## src/rtl/xilinx_primitive_pkg.sv

```systemverilog
// Shared constants and helpers for Xilinx block-RAM primitive wrappers.
// Pin widths here match the 36Kb single-port BRAM macro.
package xilinx_primitive_pkg;

    localparam int BRAM_ADDR_W = 15;
    localparam int BRAM_WE_W   = 8;

    // Cycles from EN at the BRAM to valid DO.
    function automatic int unsigned bram_rd_latency(input int unsigned do_reg);
        return 1 + do_reg;
    endfunction

endpackage

```

## src/rtl/xilinx_bram_rsp_fifo.sv

```systemverilog
// Synchronous response FIFO; the head entry is read straight from its register.
// A push into a full FIFO is taken only together with a pop.
module xilinx_bram_rsp_fifo #(
    parameter int W     = 37,
    parameter int DEPTH = 4
) (
    input  logic         CLK,
    input  logic         RST_N,
    input  logic         push_i,
    input  logic [W-1:0] din_i,
    input  logic         pop_i,
    output logic [W-1:0] dout_o,
    output logic         full_o,
    output logic         empty_o
);

    localparam int AW   = $clog2(DEPTH);
    localparam int CNTW = AW + 1;

    logic [W-1:0]    mem_q [DEPTH];
    logic [AW-1:0]   wp_q, wp_d;
    logic [AW-1:0]   rp_q, rp_d;
    logic [CNTW-1:0] cnt_q, cnt_d;
    logic            do_push;
    logic            do_pop;

    assign empty_o = (cnt_q == '0);
    assign full_o  = (cnt_q == CNTW'(DEPTH));
    assign dout_o  = mem_q[rp_q];

    assign do_pop  = pop_i && !empty_o;
    assign do_push = push_i && (!full_o || do_pop);

    always_comb begin
        wp_d  = wp_q + AW'(do_push);
        rp_d  = rp_q + AW'(do_pop);
        cnt_d = cnt_q + CNTW'(do_push) - CNTW'(do_pop);
    end

    always_ff @(posedge CLK) begin
        if (!RST_N) begin
            for (int i = 0; i < DEPTH; i++) begin
                mem_q[i] <= '0;
            end
            wp_q  <= '0;
            rp_q  <= '0;
            cnt_q <= '0;
        end else begin
            if (do_push) begin
                mem_q[wp_q] <= din_i;
            end
            wp_q  <= wp_d;
            rp_q  <= rp_d;
            cnt_q <= cnt_d;
        end
    end

endmodule

```

## src/rtl/xilinx_sp_bram_ctrl.sv

```systemverilog
// Valid/ready command front-end for a single-port BRAM with credit-based read return.
// Define XILINX_SP_BRAM_CTRL_WACK_EN to acknowledge writes through the response port.
module xilinx_sp_bram_ctrl
    import xilinx_primitive_pkg::*;
#(
    parameter int DATA_WIDTH = 36,
    parameter int ADDR_WIDTH = 10,
    parameter int WE_WIDTH   = 4,
    parameter int DO_REG     = 0,
    parameter int RSP_DEPTH  = 4
) (
    input  logic                   CLK,
    input  logic                   RST_N,
    input  logic                   CMD_VALID,
    output logic                   CMD_READY,
    input  logic                   CMD_WRITE,
    input  logic [ADDR_WIDTH-1:0]  CMD_ADDR,
    input  logic [DATA_WIDTH-1:0]  CMD_WDATA,
    input  logic [WE_WIDTH-1:0]    CMD_WSTRB,
    output logic                   RSP_VALID,
    input  logic                   RSP_READY,
    output logic [DATA_WIDTH-1:0]  RSP_RDATA,
    output logic                   RSP_WRITE,
    output logic                   BRAM_EN,
    output logic [BRAM_ADDR_W-1:0] BRAM_ADDR,
    output logic [DATA_WIDTH-1:0]  BRAM_DI,
    output logic [BRAM_WE_W-1:0]   BRAM_WE,
    output logic                   BRAM_REGCE,
    output logic                   BRAM_RST,
    input  logic [DATA_WIDTH-1:0]  BRAM_DO
);

    localparam int LAT = bram_rd_latency(DO_REG);
    localparam int CW  = $clog2(RSP_DEPTH) + 1;

    typedef struct packed {
        logic                  write;
        logic [DATA_WIDTH-1:0] data;
    } rsp_t;

    logic          accept;
    logic          tag_take;
    logic          tag_wr;
    logic          pop;
    logic [CW-1:0] credit_q, credit_d;
    logic [LAT-1:0] tv_q, tv_d;
    logic [LAT-1:0] tw_q, tw_d;
    rsp_t          push_rsp;
    rsp_t          head;
    logic          fifo_empty;
    logic          fifo_full_unused;

    assign CMD_READY = RST_N && (credit_q != '0);
    assign accept    = CMD_VALID && CMD_READY;
    assign pop       = RSP_VALID && RSP_READY;

`ifdef XILINX_SP_BRAM_CTRL_WACK_EN
    assign tag_take = accept;
    assign tag_wr   = CMD_WRITE;
`else
    assign tag_take = accept && !CMD_WRITE;
    assign tag_wr   = 1'b0;
`endif

    assign BRAM_EN    = accept;
    assign BRAM_WE    = (accept && CMD_WRITE) ? BRAM_WE_W'(CMD_WSTRB) : '0;
    assign BRAM_ADDR  = BRAM_ADDR_W'(CMD_ADDR);
    assign BRAM_DI    = CMD_WDATA;
    assign BRAM_REGCE = 1'b1;
    assign BRAM_RST   = !RST_N;

    // Every credit is a reserved FIFO slot, so a tag leaving the pipe always fits.
    always_comb begin
        credit_d = credit_q;
        unique case ({tag_take, pop})
            2'b10:   credit_d = credit_q - CW'(1);
            2'b01:   credit_d = credit_q + CW'(1);
            default: credit_d = credit_q;
        endcase
    end

    always_comb begin
        tv_d    = tv_q;
        tw_d    = tw_q;
        tv_d[0] = tag_take;
        tw_d[0] = tag_wr;
        for (int i = 1; i < LAT; i++) begin
            tv_d[i] = tv_q[i-1];
            tw_d[i] = tw_q[i-1];
        end
    end

    always_ff @(posedge CLK) begin
        if (!RST_N) begin
            credit_q <= CW'(RSP_DEPTH);
            tv_q     <= '0;
            tw_q     <= '0;
        end else begin
            credit_q <= credit_d;
            tv_q     <= tv_d;
            tw_q     <= tw_d;
        end
    end

    always_comb begin
        push_rsp.write = tw_q[LAT-1];
        push_rsp.data  = tw_q[LAT-1] ? '0 : BRAM_DO;
    end

    xilinx_bram_rsp_fifo #(
        .W     ($bits(rsp_t)),
        .DEPTH (RSP_DEPTH)
    ) u_rsp_fifo (
        .CLK     (CLK),
        .RST_N   (RST_N),
        .push_i  (tv_q[LAT-1]),
        .din_i   (push_rsp),
        .pop_i   (pop),
        .dout_o  (head),
        .full_o  (fifo_full_unused),
        .empty_o (fifo_empty)
    );

    assign RSP_VALID = !fifo_empty;
    assign RSP_RDATA = head.data;
    assign RSP_WRITE = head.write;

endmodule

```

## config.mk

```make
export PLATFORM = sky130hd
export DESIGN_NAME = xilinx_sp_bram_ctrl
export DESIGN_NICKNAME = d
export VERILOG_FILES = /design/src/rtl/xilinx_primitive_pkg.sv /design/src/rtl/xilinx_bram_rsp_fifo.sv /design/src/rtl/xilinx_sp_bram_ctrl.sv
export SDC_FILE = /design/constraint.sdc
export NUM_CORES = 1
export LEC_CHECK = 0
export CAP_MARGIN = 40
export CELL_PAD_IN_SITES_DETAIL_PLACEMENT = 0
export CELL_PAD_IN_SITES_GLOBAL_PLACEMENT = 1
export CORE_ASPECT_RATIO = 0.6
export CORE_MARGIN = 4
export CORE_UTILIZATION = 40
export DETAILED_ROUTE_END_ITERATION = 8
export PLACE_DENSITY_LB_ADDON = 0.1
export SLEW_MARGIN = 20
export SYNTH_ARGS = -nofsm -noshare
export SYNTH_HDL_FRONTEND = slang
export SYNTH_SLANG_ARGS = --single-unit
```

## constraint.sdc

```tcl
create_clock -name CLK -period 3.53 [get_ports CLK]
set_clock_uncertainty 0.15 [all_clocks]
set_input_delay 0.706 -clock CLK [delete_from_list [all_inputs] [get_ports CLK]]
set_output_delay 0.706 -clock CLK [all_outputs]
set_load 0.1 [all_outputs]
```

==> results.cfg <==
[min_path]
hold_path_depth = 2
hp-class = flop to flop

[clocking]
cts_tree = done
h-tree-depth = 4
clock_latency_ns = 0.42
cts_resized = 0
cts.clk_slew.worst_paths_ns = 0.07
clockRootBuffer = clkbuf_16
cts_hold_buf = 0
clkSinkCount = 155
cts_buffer_depth = 2
cts_setup_buffers = 0
cts_made_buffers = 17

[drt]
viasPerCell = 4.84
drt_wl_total_mm = 15.2
firstDrtPassIters = 4
vias = 3719
wire_per_inst_um = 19.8
route.detailed.drc = 0
ant_nets = 0
drtIter0Drc = 235

[yosys]
netlist_instances = 469
ys.flop_type = edfxtp_1
yosysTopAreaCell = edfxtp_1
ys_types = 27
synth_edf_count = 144
syn-cell-area_um2 = 7230
synth-seq-area-share_pct = 62.9
synth_warnings = 0
ys_ff_latch = 155
yosys.area.top_type_share_pct = 59.8
avgSynthCellArea_um2 = 15.4
synth_area_leaders = edfxtp_1, and2_1, mux4_2
async_reset_ff_share_pct = 0

[critical_path]
worst_ep_arrival_time_ns = 2.17
reg2reg_to = credit_q[2]
reg2reg_setup_slack_ns = 1.09
critPathKind = flop to primary output
cp_data_required_time_ns = 2.67
crit_end = RSP_RDATA[5]
critical_path.max_fanout = 20
start_kind = flop
r2r-start = credit_q[1]
cp-end-kind = primary output
startpoint = u_rsp_fifo.rp_q[0]
reg2reg_depth = 9

[sta]
fin_crit_sh_pct = 85.6
finalCriticalPeriod_ns = 3.02
relSlewSlack_pct = 57.6
rsz0062_at_grt = false
clock.fmax_mhz = 331
setup_viol = 0
setup_slack_ns = 0.507
drv_slew = 0
whs_ns = 0.373
tightestPinTransition_ns = 0.633
hold_violations = 0

[placed_design]
postPlaceCellArea_um2 = 8080
hpwl_mm = 9.44
dp_worst_setup_slack_ns = 0.428
port_buffers = 88
gp_routability_congestion = 0.705
dp.cells = 736

[floorplanning]
core_area_um2 = 17500
io_pins = 192
start_util_pct = 41.4
rows = 37
die_x_um = 182
fp.dieH_um = 112
die_area_um2 = 20400

[power]
vdd_drop_max_uv = 323
power_leakage_nw = 3.23
powerDensity_nw_per_um2 = 728

[status]
status = completed

[grt]
grt_max_degree = 37
grt_pass1_wl_mm = 23.8
grt_usage_pct = 15.5
antenna_found_initial = 0
grt_pass1_vias = 3993
grt-ovfl-total = 0

[final_layout]
n_antenna_cell = 0
instances_no_fill = 768
area_growth_pct = 19.9
fin_area_um2 = 8670
drive_above_1_share_pct = 26.6
nets = 619

[run]
cap_violations = 0
==> metrics by stage <==
| step | TNS [ns] | power (mW) | utilization [%] |
|---|---|---|---|
| after global placement | 0 | 4.54 | 46.1 |
| after floorplan | -0.367 | 4.28 | - |
| after global routing | 0 | 6.56 | 49.7 |
| after detailed placement | 0 | 4.55 | 46.3 |
| final | 0 | 6.31 | 49.7 |
| after CTS | 0 | 6.39 | 49.7 |
==> sequential cells by signal, summed over array words and instances, names as in the netlist <==
signal and cells:
u_rsp_fifo.mem_q 144, tv_q 1, u_rsp_fifo.cnt_q 3, u_rsp_fifo.rp_q 2
credit_q 3, u_rsp_fifo.wp_q 2
==> per-layer routing <==
| metal | wire (um) | share of wire, % | up-vias | track usage (%) |
|---|---|---|---|---|
| li1 | - | - | 1717 | - |
| met1 | 7060 | 46 | 1853 | 21.7 |
| met2 | 7050 | 46 | 123 | 23.5 |
| met3 | 946 | 6.2 | 26 | 4.50 |
| met4 | 173 | 1.1 | 0 | 4.80 |
| met5 | 0 | 0 | - | 0 |
==> where the power goes <==
| part | switching [mW] | internal, mW |
|---|---|---|
| clock network | 0.770 | 1.06 |
| logic | 1.58 | 0.646 |
| registers | 0.124 | 2.13 |
| total | 2.48 | 3.84 |
==> cell usage after synthesis, types with 2 or more instances <==
library cell  count
mux4_2           36
edfxtp_1        144
conb_1            2
or3_1             2
and2_1          150
clkbuf_1         17
and3_1            4
nor2_1            5
xnor2_1           4
ha_1              5
inv_1             6
dfxtp_1          11
buf_4            57
nor2b_1           2
nor4b_4           3
nand2b_1          4
buf_2             5
fa_1              2
xor2_1            2
==> worst min path at each step <==
stage | end | from | slack, ns
floorplan | credit_q[2] | credit_q[2] | 0.33
global placement | credit_q[2] | credit_q[2] | 0.35
detailed placement | credit_q[2] | credit_q[2] | 0.36
CTS | credit_q[2] | credit_q[2] | 0.37
global route | credit_q[2] | credit_q[2] | 0.45
finish | credit_q[2] | credit_q[2] | 0.37
==> critical path, cell delays in order, from the launching register on <==
cell	delay [ns]
dfxtp_4	0.61
buf_12	0.27
mux4_2	0.58
buf_4	0.26
==> cell families after synthesis <==
group                      count (synthesis)  share of synthesized area (%)
and+or+nand+nor                          174                           15.8
DFF                                      155                           62.9
buffers and inverters                     85                           7.46
muxes                                     37                           11.4
adders and majority gates                  7                           1.42
xor gates and xnor gates                   6                          0.727
AOI/OAI and AO/OA                          3                          0.312
other                                      2                          0.104
==> area by class of cell <==
type                    instances  area (um2)
fillers                      1479        8780
flip-flops and latches        155        4550
multi-input cells             238        2200
repair buffers                103        1020
clock buffers                  18         429
well taps                     234         293
clock inverters                14         160
inverters                       6        22.5
==> cells in the final DEF, fill, tap and decap left out, types with 6 or more instances in the layout <==
master / netlist / routed
dfxtp_1: 11 / 9
edfxtp_1: 144 / 144
clkbuf_16: 0 / 17
and2_1: 150 / 150
clkdlybuf4s50_1: 0 / 44
buf_4: 57 / 49
buf_12: 0 / 9
inv_1: 6 / 6
mux4_2: 36 / 36
conb_1: 2 / 11
Note: power is estimated with default switching activity, not from simulation.
